**config.mk**
```make
export PLATFORM = sky130hd
export DESIGN_NAME = instr_loader_flat
export DESIGN_NICKNAME = d
export VERILOG_FILES = /design/src/rtl/instr_loader_pkg.sv /design/src/rtl/instr_loader_if.sv /design/src/rtl/instr_loader_btn_debounce.sv /design/src/rtl/instr_loader.sv /design/src/flat_wrapper.sv
export SDC_FILE = /design/constraint.sdc
export NUM_CORES = 1
export LEC_CHECK = 0
export ABC_CLOCK_PERIOD_IN_PS = 5100
export BUFFER_PORTS_ARGS = -buffer_cell sky130_fd_sc_hd__buf_2
export CORE_ASPECT_RATIO = 0.6
export CORE_UTILIZATION = 45
export CTS_CLUSTER_DIAMETER = 40
export CTS_CLUSTER_SIZE = 14
export DETAILED_ROUTE_END_ITERATION = 8
export PLACE_DENSITY = 0.66
export SETUP_SLACK_MARGIN = 0.4
export SYNTH_ARGS = -nofsm -noshare
export SYNTH_HDL_FRONTEND = slang
export SYNTH_HIERARCHICAL = 1
export SYNTH_SLANG_ARGS = --single-unit
```
**constraint.sdc**
```tcl
create_clock -name clk -period 5.1 [get_ports clk]
set_input_delay 1.02 -clock clk [delete_from_list [all_inputs] [get_ports clk]]
set_output_delay 1.02 -clock clk [all_outputs]
set_load 0.01 [all_outputs]
```
**src/rtl/instr_loader_pkg.sv**
```systemverilog
// Shared definitions for the instruction loader: load-FSM encoding, instruction word layout
// and the byte-order / R-type constants that cpu_core also relies on.
package instr_loader_pkg;

    typedef enum logic [1:0] {
        WAIT_HI = 2'd0,
        WAIT_LO = 2'd1,
        ISSUE   = 2'd2,
        LOCKOUT = 2'd3
    } load_state_e;

    localparam int BYTE_W      = 8;
    localparam int OPCODE_W    = 4;
    localparam int INSTR_W     = 12;
    localparam int HI_BYTE_LSB = 8;  // HI byte = {opcode, instr[11:8]}
    localparam int LO_BYTE_LSB = 0;
    localparam int RTYPE_BIT   = 3;  // opcode[3]: 1 = R-type, 0 = I-type

    typedef struct packed {
        logic [OPCODE_W-1:0] opcode;
        logic [INSTR_W-1:0]  instr;
    } instr_word_t;

    function automatic instr_word_t assemble_word(input logic [BYTE_W-1:0] hi,
                                                  input logic [BYTE_W-1:0] lo);
        logic [OPCODE_W+INSTR_W-1:0] raw;
        raw = '0;
        raw[HI_BYTE_LSB +: BYTE_W] = hi;
        raw[LO_BYTE_LSB +: BYTE_W] = lo;
        return instr_word_t'(raw);
    endfunction

    function automatic logic is_rtype(input logic [OPCODE_W-1:0] op);
        return op[RTYPE_BIT];
    endfunction

    // Counter width that never collapses to zero bits.
    function automatic int unsigned cnt_width(input int unsigned n);
        return (n > 1) ? $clog2(n) : 1;
    endfunction

endpackage

```
**src/rtl/instr_loader_if.sv**
```systemverilog
// Pin-side bundle of the instruction loader: switch bank and button in, core-facing outputs.
// master = board/stimulus side, slave = the loader itself.
interface instr_loader_if;
    import instr_loader_pkg::*;

    logic [BYTE_W-1:0]   data_in;
    logic                btn_raw;
    logic [OPCODE_W-1:0] opcode;
    logic [INSTR_W-1:0]  instr;
    logic                inst_done;
    logic                btn_edge;
    logic                busy;

    modport master (
        output data_in, btn_raw,
        input  opcode, instr, inst_done, btn_edge, busy
    );

    modport slave (
        input  data_in, btn_raw,
        output opcode, instr, inst_done, btn_edge, busy
    );

endinterface

```
**src/rtl/instr_loader_btn_debounce.sv**
```systemverilog
// Push-button conditioning: 2-flop synchronizer, stability counter and a registered
// one-cycle pulse on each accepted rising edge of the debounced level.
module btn_debounce
    import instr_loader_pkg::*;
#(
    parameter int DEBOUNCE_CYCLES = 16
) (
    input  logic clk,
    input  logic rst_n,
    input  logic btn_raw_i,
    output logic btn_edge_o
);

    localparam int               CNT_W   = cnt_width(DEBOUNCE_CYCLES);
    localparam logic [CNT_W-1:0] CNT_MAX = CNT_W'(DEBOUNCE_CYCLES - 1);

    logic             sync_meta_q;
    logic             btn_s_q;
    logic             stable_q, stable_d;
    logic             stable_dly_q;
    logic [CNT_W-1:0] cnt_q, cnt_d;
    logic             edge_q;

    always_comb begin
        // NOTE: every output of a combinational block gets a default first, otherwise a path
        // that skips the assignment infers a latch.
        cnt_d    = '0;
        stable_d = stable_q;
        if (btn_s_q != stable_q) begin
            if (cnt_q == CNT_MAX) begin
                stable_d = btn_s_q;
            end else begin
                cnt_d = cnt_q + 1'b1;
            end
        end
    end

    always_ff @(posedge clk) begin
        if (!rst_n) begin
            sync_meta_q  <= 1'b0;
            btn_s_q      <= 1'b0;
            stable_q     <= 1'b0;
            stable_dly_q <= 1'b0;
            cnt_q        <= '0;
            edge_q       <= 1'b0;
        end else begin
            // NOTE: non-blocking assignments let every flop sample the pre-edge value, which is
            // what makes the two synchronizer stages a real pipeline rather than one wire.
            sync_meta_q  <= btn_raw_i;
            btn_s_q      <= sync_meta_q;
            cnt_q        <= cnt_d;
            stable_q     <= stable_d;
            stable_dly_q <= stable_q;
            edge_q       <= stable_q & ~stable_dly_q;
        end
    end

    assign btn_edge_o = edge_q;

endmodule

```
**src/rtl/instr_loader.sv**
```systemverilog
// Instruction loader: two debounced presses capture HI then LO switch bytes, the word is issued
// to cpu_core with a one-cycle inst_done, then new captures are locked out while it executes.
module instr_loader
    import instr_loader_pkg::*;
#(
    parameter int DEBOUNCE_CYCLES = 16,
    parameter int EXEC_LOCKOUT    = 24
) (
    input  logic           clk,
    input  logic           rst_n,
    instr_loader_if.slave  ld_if
);

    localparam int              LOCK_W   = cnt_width(EXEC_LOCKOUT);
    localparam logic [LOCK_W-1:0] LOCK_LOAD = LOCK_W'(EXEC_LOCKOUT - 1);

    logic              btn_edge;
    load_state_e       state_q;
    logic [BYTE_W-1:0] stage_hi_q;
    logic [BYTE_W-1:0] stage_lo_q;
    instr_word_t       word_q;
    logic              inst_done_q;
    logic [LOCK_W-1:0] lock_cnt_q;

    btn_debounce #(
        .DEBOUNCE_CYCLES (DEBOUNCE_CYCLES)
    ) u_debounce (
        .clk        (clk),
        .rst_n      (rst_n),
        .btn_raw_i  (ld_if.btn_raw),
        .btn_edge_o (btn_edge)
    );

    always_ff @(posedge clk) begin
        if (!rst_n) begin
            state_q     <= WAIT_HI;
            stage_hi_q  <= '0;
            stage_lo_q  <= '0;
            word_q      <= '0;
            inst_done_q <= 1'b0;
            lock_cnt_q  <= '0;
        end else begin
            inst_done_q <= 1'b0;
            case (state_q)
                WAIT_HI: begin
                    if (btn_edge) begin
                        stage_hi_q <= ld_if.data_in;
                        state_q    <= WAIT_LO;
                    end
                end
                WAIT_LO: begin
                    if (btn_edge) begin
                        stage_lo_q <= ld_if.data_in;
                        state_q    <= ISSUE;
                    end
                end
                ISSUE: begin
                    // Outputs only change here, so staging writes never leak to the core early.
                    word_q      <= assemble_word(stage_hi_q, stage_lo_q);
                    inst_done_q <= 1'b1;
                    lock_cnt_q  <= LOCK_LOAD;
                    state_q     <= LOCKOUT;
                end
                LOCKOUT: begin
                    if (lock_cnt_q == '0) begin
                        state_q <= WAIT_HI;
                    end else begin
                        lock_cnt_q <= lock_cnt_q - 1'b1;
                    end
                end
                default: state_q <= WAIT_HI;
            endcase
        end
    end

    assign ld_if.opcode    = word_q.opcode;
    assign ld_if.instr     = word_q.instr;
    assign ld_if.inst_done = inst_done_q;
    assign ld_if.btn_edge  = btn_edge;
    assign ld_if.busy      = (state_q == ISSUE) || (state_q == LOCKOUT);

endmodule

```
**src/flat_wrapper.sv**
```systemverilog
// flat-port wrapper written by rule: the top's interface ports become plain ports
module instr_loader_flat import instr_loader_pkg::*;
#(
    parameter int DEBOUNCE_CYCLES = 16,
    parameter int EXEC_LOCKOUT    = 24
)
  (clk, rst_n, ld_if_data_in, ld_if_btn_raw, ld_if_opcode, ld_if_instr, ld_if_inst_done, ld_if_btn_edge, ld_if_busy);
  instr_loader_if ld_if_i ();
  input  logic clk;
  input  logic rst_n;
  input wire logic [$bits(ld_if_i.data_in)-1:0] ld_if_data_in;
  input wire logic [$bits(ld_if_i.btn_raw)-1:0] ld_if_btn_raw;
  output wire logic [$bits(ld_if_i.opcode)-1:0] ld_if_opcode;
  output wire logic [$bits(ld_if_i.instr)-1:0] ld_if_instr;
  output wire logic [$bits(ld_if_i.inst_done)-1:0] ld_if_inst_done;
  output wire logic [$bits(ld_if_i.btn_edge)-1:0] ld_if_btn_edge;
  output wire logic [$bits(ld_if_i.busy)-1:0] ld_if_busy;
  assign ld_if_i.data_in = ld_if_data_in;
  assign ld_if_i.btn_raw = ld_if_btn_raw;
  assign ld_if_opcode = ld_if_i.opcode;
  assign ld_if_instr = ld_if_i.instr;
  assign ld_if_inst_done = ld_if_i.inst_done;
  assign ld_if_btn_edge = ld_if_i.btn_edge;
  assign ld_if_busy = ld_if_i.busy;
  instr_loader #(.DEBOUNCE_CYCLES(DEBOUNCE_CYCLES), .EXEC_LOCKOUT(EXEC_LOCKOUT)) u_core (.clk(clk), .rst_n(rst_n), .ld_if(ld_if_i));
endmodule
```
# Word level (Yosys, flattened, before mapping)
# Cells that the tools add are included.
# Widths: inputs -> output; s select.
# word_totals
reg_bits	49
latch_bits	0
ram_bits	0
mem_bits_ro	0
input_bits	11
out_inout_bits	19
n_memories	0
# op_classes
n_addsub	2
n_mul	0
div	0
n_lt_le_gt_ge	0
n_eq_ne	9
shifts	0
mux	7
bitwise_logic	4
reduce_logical	10
# ops
op	n
$pmux 5 s2	1
$pmux 2 s4	1
$reduce_and 2->1	4
$mux 2	3
$ne 2x2->1 const B	3
$logic_not 5->1	1
$mux 5	1
$sub 5x1->5 const B	1
$add 4x1->4 const B	1
$eq 2x2->1 const B	2
$eq 4x4->1 const B	1
$not 1->1	3
$reduce_and 3->1	1
$reduce_or 3->1	1
$eq 2x1->1 const B	1
$logic_not 2->1	1
$ne 2x1->1 const B	1
$reduce_bool 2->1	1
$and 1x1->1	1
$logic_or 1x1->1	1
$mux 1	1
$ne 1x1->1	1

# Logic depth before layout (Yosys ltp)
# Gate-level depths: netlist of the first run.
# logic_depth
depth_word	3
mapped_depth	6
depth_no_buf	5

# Cells and area by module
# The synthesis of the first run kept the hierarchy.
# by_module_without_submodules
module	instances	cells_per_inst	area_each_um2	seq_area_each_um2
instr_loader	1	175	1664.1	800.8
btn_debounce	1	27	299.0	180.2

# Least setup slack after synthesis of the first run
# No wires, ideal clock.
# synth_timing
path_kind	flip-flop to output port
from	reg u_core.state_q[0]
to	out ld_if_busy
arrival_ns	1.239
path_slack_ns	2.841
stages_incl_launch_ff	5
path_buffers	1
cell_sequence	dfxtp_1 -> inv_1 -> ha_1 -> clkbuf_1 -> or2_2
# synth_via
elab_chain_cells	2
elab_cells_between_ends	3
# synth_rtl
item	line_no	rtl
start: declaration	instr_loader.sv:18	load_state_e state_q;
start signal: assignment	instr_loader.sv:36	state_q <= WAIT_HI;
start signal: assignment	instr_loader.sv:48	state_q <= WAIT_LO;
start signal: assignment	instr_loader.sv:54	state_q <= ISSUE;
$eq 2x2->1	instr_loader.sv:80	assign ld_if.busy = (state_q == ISSUE) || (state_q == LOCKOUT);
$logic_or 1x1->1 (*)	instr_loader.sv:80	
end: declaration	flat_wrapper.sv:17	output wire logic [$bits(ld_if_i.busy)-1:0] ld_if_busy;
# Every way passes the cells marked *; elsewhere a longest branch is shown, timed or not.

# Worst setup path after layout of the first run
# Same ends and word-level chain as after synthesis.

==> impl_metrics.json, run 1 <==
{
  "synth_cell_types": 27,
  "cp-end-kind": "output pin",
  "synth_edf_count": 0,
  "ys.flop_type": "dfxtp_1",
  "fmax_mhz": 326,
  "cts_tree": "yes",
  "synth_area_leaders": "dfxtp_1 (50%), mux2i_1 (10%), a21boi_0 (6.9%)",
  "start_util_pct": 47.4,
  "fp.coreArea_sq_mm": 0.00414,
  "place_area_sq_mm": 0.00214,
  "ys_warn_count": 6,
  "placedCellCount": 279,
  "report.final.hold_viol_count": 0,
  "diodes": 0,
  "cp.required_ns": 4.08,
  "dieArea_sq_mm": 0.00464,
  "finalSetupViolations": 0,
  "rows": 18,
  "clk_pin_slew_worst_paths_ns": 0.08,
  "slew_headroom_pct": 22.9,
  "maxCapViolCount": 0,
  "drt_iter0_markers": 32,
  "io_buffers": 29,
  "synth_top_area_cell": "dfxtp_1",
  "final_nets": 244,
  "total_power_mw": 0.690,
  "hold_ws_ns": 0.393,
  "tns_ns": 0,
  "slew_violations": 0,
  "drtAntennaViolNets": 0,
  "synth_seq_area_share_pct": 50.0,
  "ios": 30,
  "tightest_slew_ns": 1.16,
  "grtUsageTotal_pct": 15.9,
  "cts_sinks": 49,
  "synthTopCellsByCount": "dfxtp_1 (49), nand3_1 (23), nand2_1 (22)",
  "async_flop_share_pct": 0,
  "grt_first_pass_wirelength_mm": 5.46,
  "final_cells": 286,
  "dp_hpwl_mm": 2.29,
  "worst-setup-path-type": "reg2out",
  "fin_area_sq_mm": 0.00224,
  "gp_congestion": 0.762,
  "clock_latency_ns": 0.30,
  "via_per_inst": 4.79,
  "area_growth_pct": 14.1,
  "fin_ws_ns": 2.04,
  "post_cts_buffers": 0,
  "grt-ovfl-total": 0,
  "hold_class": "reg2reg",
  "dr.pass1.iters": 4,
  "fin_crit_ns": 3.06,
  "total_leakage_power_nw": 0.879,
  "cts_resized": 0,
  "wl_per_cell_um": 11.9,
  "synth_top_area_share_pct": 50.0,
  "syn_nets": 220,
  "grt_pass1_vias": 1222,
  "fp.dieH_um": 53.2,
  "die_x_um": 87.3,
  "cts_made_buffers": 5,
  "cts_hold_buffers": 0,
  "wl_mm": 3.41,
  "fin_skew_ns": 0.00860,
  "irDropWorstVdd_uv": 151,
  "antenna_found_initial": 0,
  "timing.final.crit_share_pct": 60.1,
  "synth.most_common_cell": "dfxtp_1",
  "crit_fanout": 21,
  "clk_path_buf_depth": 2,
  "grt_max_degree": 50,
  "outcome": "completed",
  "vias": 1369,
  "start_kind": "flop",
  "syn_avg_cell_area_sq_um": 9.72,
  "route.detailed.drc": 0,
  "dpl_worst_slack_ns": 2.34,
  "power.density_mw_per_mm2": 308,
  "cts_max_level": 2,
  "drive_gt1_share_pct": 17.7,
  "root_buffer": "clkbuf_8",
  "synth_cells": 202,
  "final_util_pct": 54.0,
  "synth_area_sq_mm": 0.00196,
  "ys_ff_latch": 49,
  "arrival_ns": 2.04,
  "rsz0062_at_grt": "false"
}
==> flip-flops by register name, indices dropped and copies added, names as in the netlist, 2 cells and up <==
signal                   flops
u_core/ld_if.instr          12
u_core/ld_if.opcode          4
u_core/lock_cnt_q            5
u_core/stage_hi_q            8
u_core/stage_lo_q            8
u_core/state_q               2
u_core/u_debounce/cnt_q      4
==> layer usage <==
| layer | track usage (%) | wire length [um] | vias to the layer above |
|---|---|---|---|
| met2 | 24.3 | 1400 | 24 |
| met3 | 5.15 | 129 | 2 |
| met4 | 4.92 | 16 | 0 |
| met5 | 0 | 0 | - |
| li1 | - | - | 726 |
| met1 | 21.4 | 1870 | 617 |
==> critical path: stages, from the launching register on <==
cell and delay (ns):
dfxtp_1 0.34, inv_1 0.11, ha_1 0.94, or2_2 0.24
buf_2 0.12
==> power by group <==
part	internal (mW)	leakage, nW	switching, mW
Sequential	0.385	0.395	0.00254
Clock	0.143	0.0540	0.119
Combinational	0.0164	0.430	0.0246
==> final cells by class <==
cell class,count,area [sq um]
Clock inverter,2,35.0
Fill cell,406,1900
Multi-Input combinational cell,136,916
Inverter,5,18.8
Clock buffer,5,68.8
Tap cell,60,75.1
Timing Repair Buffer,29,145
Sequential cell,49,981
==> cell usage in the layout (no fill, tap or decap), types with 3 or more instances in the layout <==
master | Yosys | final
ha_1 | 7 | 7
buf_2 | 2 | 29
nor2_1 | 5 | 5
inv_1 | 5 | 5
a21boi_0 | 18 | 18
and2_1 | 3 | 3
nand3_1 | 23 | 23
xor2_1 | 3 | 3
nor2b_1 | 19 | 19
clkbuf_8 | 0 | 5
nand2_1 | 22 | 22
mux2i_1 | 20 | 20
dfxtp_1 | 49 | 49
==> final timing paths <==
| kind | cells after the start | slack, ns | to | startpoint |
|---|---|---|---|---|
| worst max-delay path | 4 | 2.04 | ld_if_busy | u_core/state_q[0] |
| worst min-delay path | 1 | 0.39 | u_core/u_debounce/btn_edge_o | u_core/u_debounce/stable_dly_q |
| worst max register to register | 5 | 3.06 | u_core/lock_cnt_q[1] | u_core/state_q[0] |
| worst min register to register | 1 | 0.39 | u_core/u_debounce/btn_edge_o | u_core/u_debounce/stable_dly_q |
==> kinds of logic (layout without fill, tap and decap cells) <==
group	after synthesis	in the layout	synth area share, %
AOI/OAI and AO/OA	24	24	9.11
xor gates and xnor gates	3	3	1.34
adders and majority gates	7	7	4.46
buffers and inverters	17	41	3.38
DFF	49	49	50.0
muxes	20	20	10.2
and+or+nand+nor	82	82	21.5
(Power assumes the default switching activity.)
==> run 2: changes to the inputs <==
--- a/config.mk
+++ b/config.mk
@@ -5,7 +5,7 @@
 export SDC_FILE = /design/constraint.sdc
 export NUM_CORES = 1
 export LEC_CHECK = 0
-export ABC_CLOCK_PERIOD_IN_PS = 5100
+export ABC_CLOCK_PERIOD_IN_PS = 2950
 export BUFFER_PORTS_ARGS = -buffer_cell sky130_fd_sc_hd__buf_2
 export CORE_ASPECT_RATIO = 0.6
 export CORE_UTILIZATION = 45
==> constraint.sdc (replaced) <==
create_clock -name clk -period 2.95 [get_ports clk]
set_input_delay 0.59 -clock clk [delete_from_list [all_inputs] [get_ports clk]]
set_output_delay 0.59 -clock clk [all_outputs]
set_load 0.01 [all_outputs]
==> impl_metrics.json, run 2 (synthesis results as in run 1) <==
{
  "worst-setup-path-type": "reg2out",
  "use_met3_pct": 4.68,
  "root_buffer": "clkbuf_8",
  "total_leakage_power_nw": 0.871,
  "fin_crit_ns": 2.00,
  "io_buffers": 29,
  "clk_path_buf_depth": 2,
  "clock_latency_ns": 0.30,
  "clk_pin_slew_worst_paths_ns": 0.08,
  "rsz0062_at_grt": "false",
  "drtAntennaViolNets": 0,
  "report.final.hold_viol_count": 0,
  "fp.coreArea_sq_mm": 0.00414,
  "finalSetupViolations": 0,
  "dp_hpwl_mm": 2.31,
  "top_usage_layer": "met1",
  "area_growth_pct": 13.5,
  "total_power_mw": 1.12,
  "cts_max_level": 2,
  "ios": 30,
  "fp.dieH_um": 53.2,
  "dr.pass1.iters": 4,
  "power.density_mw_per_mm2": 504,
  "wl_per_cell_um": 12.0,
  "grt-ovfl-total": 0,
  "diodes": 0,
  "tns_ns": 0,
  "antenna_found_initial": 0,
  "hold_class": "reg2reg",
  "grtUsageMet2_pct": 22.8,
  "grt_first_pass_wirelength_mm": 5.75,
  "cp-end-kind": "output pin",
  "dpl_worst_slack_ns": 1.24,
  "fmax_mhz": 500,
  "grt_pass1_vias": 1233,
  "start_kind": "flop",
  "wl_mm": 3.45,
  "layout_commonest_cell": "dfxtp_1",
  "drt_iter0_markers": 40,
  "start_util_pct": 47.4,
  "crit_fanout": 10,
  "dieArea_sq_mm": 0.00464,
  "cts_made_buffers": 5,
  "grtUsageTotal_pct": 17.0,
  "fin_skew_ns": 0.0112,
  "rows": 18,
  "timing.final.crit_share_pct": 67.8,
  "cts_hold_buffers": 0,
  "largest_register_ffs": 12,
  "outcome": "completed",
  "via_per_inst": 4.76,
  "slew_violations": 0,
  "gr-usage-met1_pct": 24.6,
  "hold_ws_ns": 0.388,
  "maxCapViolCount": 0,
  "final_nets": 245,
  "cts_sinks": 49,
  "tightest_slew_ns": 0.662,
  "crit_start": "u_core/state_q[0]",
  "timing.rr.start": "u_core/lock_cnt_q[0]",
  "cts_resized": 0,
  "cts_tree": "yes",
  "post_cts_buffers": 0,
  "route.detailed.drc": 0,
  "hp-start": "u_core/u_debounce/stable_dly_q",
  "cp.required_ns": 2.36,
  "mostFrequentLayoutCells": "dfxtp_1 (49), buf_2 (29), nand3_1 (23)",
  "arrival_ns": 1.41,
  "slew_headroom_pct": 55.8,
  "vias": 1366,
  "grt_max_degree": 50,
  "irDropWorstVdd_uv": 309,
  "die_x_um": 87.3,
  "fin_ws_ns": 0.949,
  "drive_gt1_share_pct": 18.1,
  "gp_congestion": 0.750
}
==> run 2: changes by cell type in the layout (fill, tap and decap cells not counted) <==
cell,delta
buf_4,+1
clkinv_4,+1
clkinvlp_4,+1
bufinv_16,-1
clkinv_2,-1
==> run 2: where the power goes <==
part	total, mW	switching [mW]	internal (mW)	leakage, nW
clock network	0.381	0.217	0.164	0.0402
logic	0.0716	0.0432	0.0284	0.435
registers	0.671	0.00475	0.666	0.395
total	1.12	0.265	0.858	0.871
==> run 2: area by class of cell <==
class | instances | area (sq um)
fillers | 400 | 1920
flip-flops and latches | 49 | 981
multi-input cells | 136 | 916
repair buffers | 30 | 153
well taps | 60 | 75.1
clock buffers | 5 | 68.8
inverters | 5 | 18.8
clock inverters | 2 | 16.3
==> run 2: worst paths after layout <==
path | cells past startpoint | end | slack (ns)
min | 1 | u_core/u_debounce/btn_edge_o | 0.39
max | 3 | ld_if_busy | 0.95
max reg2reg | 5 | u_core/state_q[0] | 1.22
min reg2reg | 1 | u_core/u_debounce/btn_edge_o | 0.39
==> run 2: critical path, stage by stage, from the launching register on <==
cell,delay (ns)
dfxtp_1,0.35
ha_1,0.32
or2_2,0.31
buf_2,0.14
==> run 2: metrics by stage <==
stage,utilization (%),std cells,instance area (sq um)
after floorplan,-,202,1960
after global placement,51.7,280,2140
after detailed placement,51.7,280,2140
after CTS,53.8,287,2230
after global routing,53.8,287,2230
final,53.8,287,2230
==> run 2: metal layers <==
metal,wire length (um),vias up
li1,-,729
met1,1950,609
met2,1320,24
met3,133,4
met4,46,0
met5,0,-
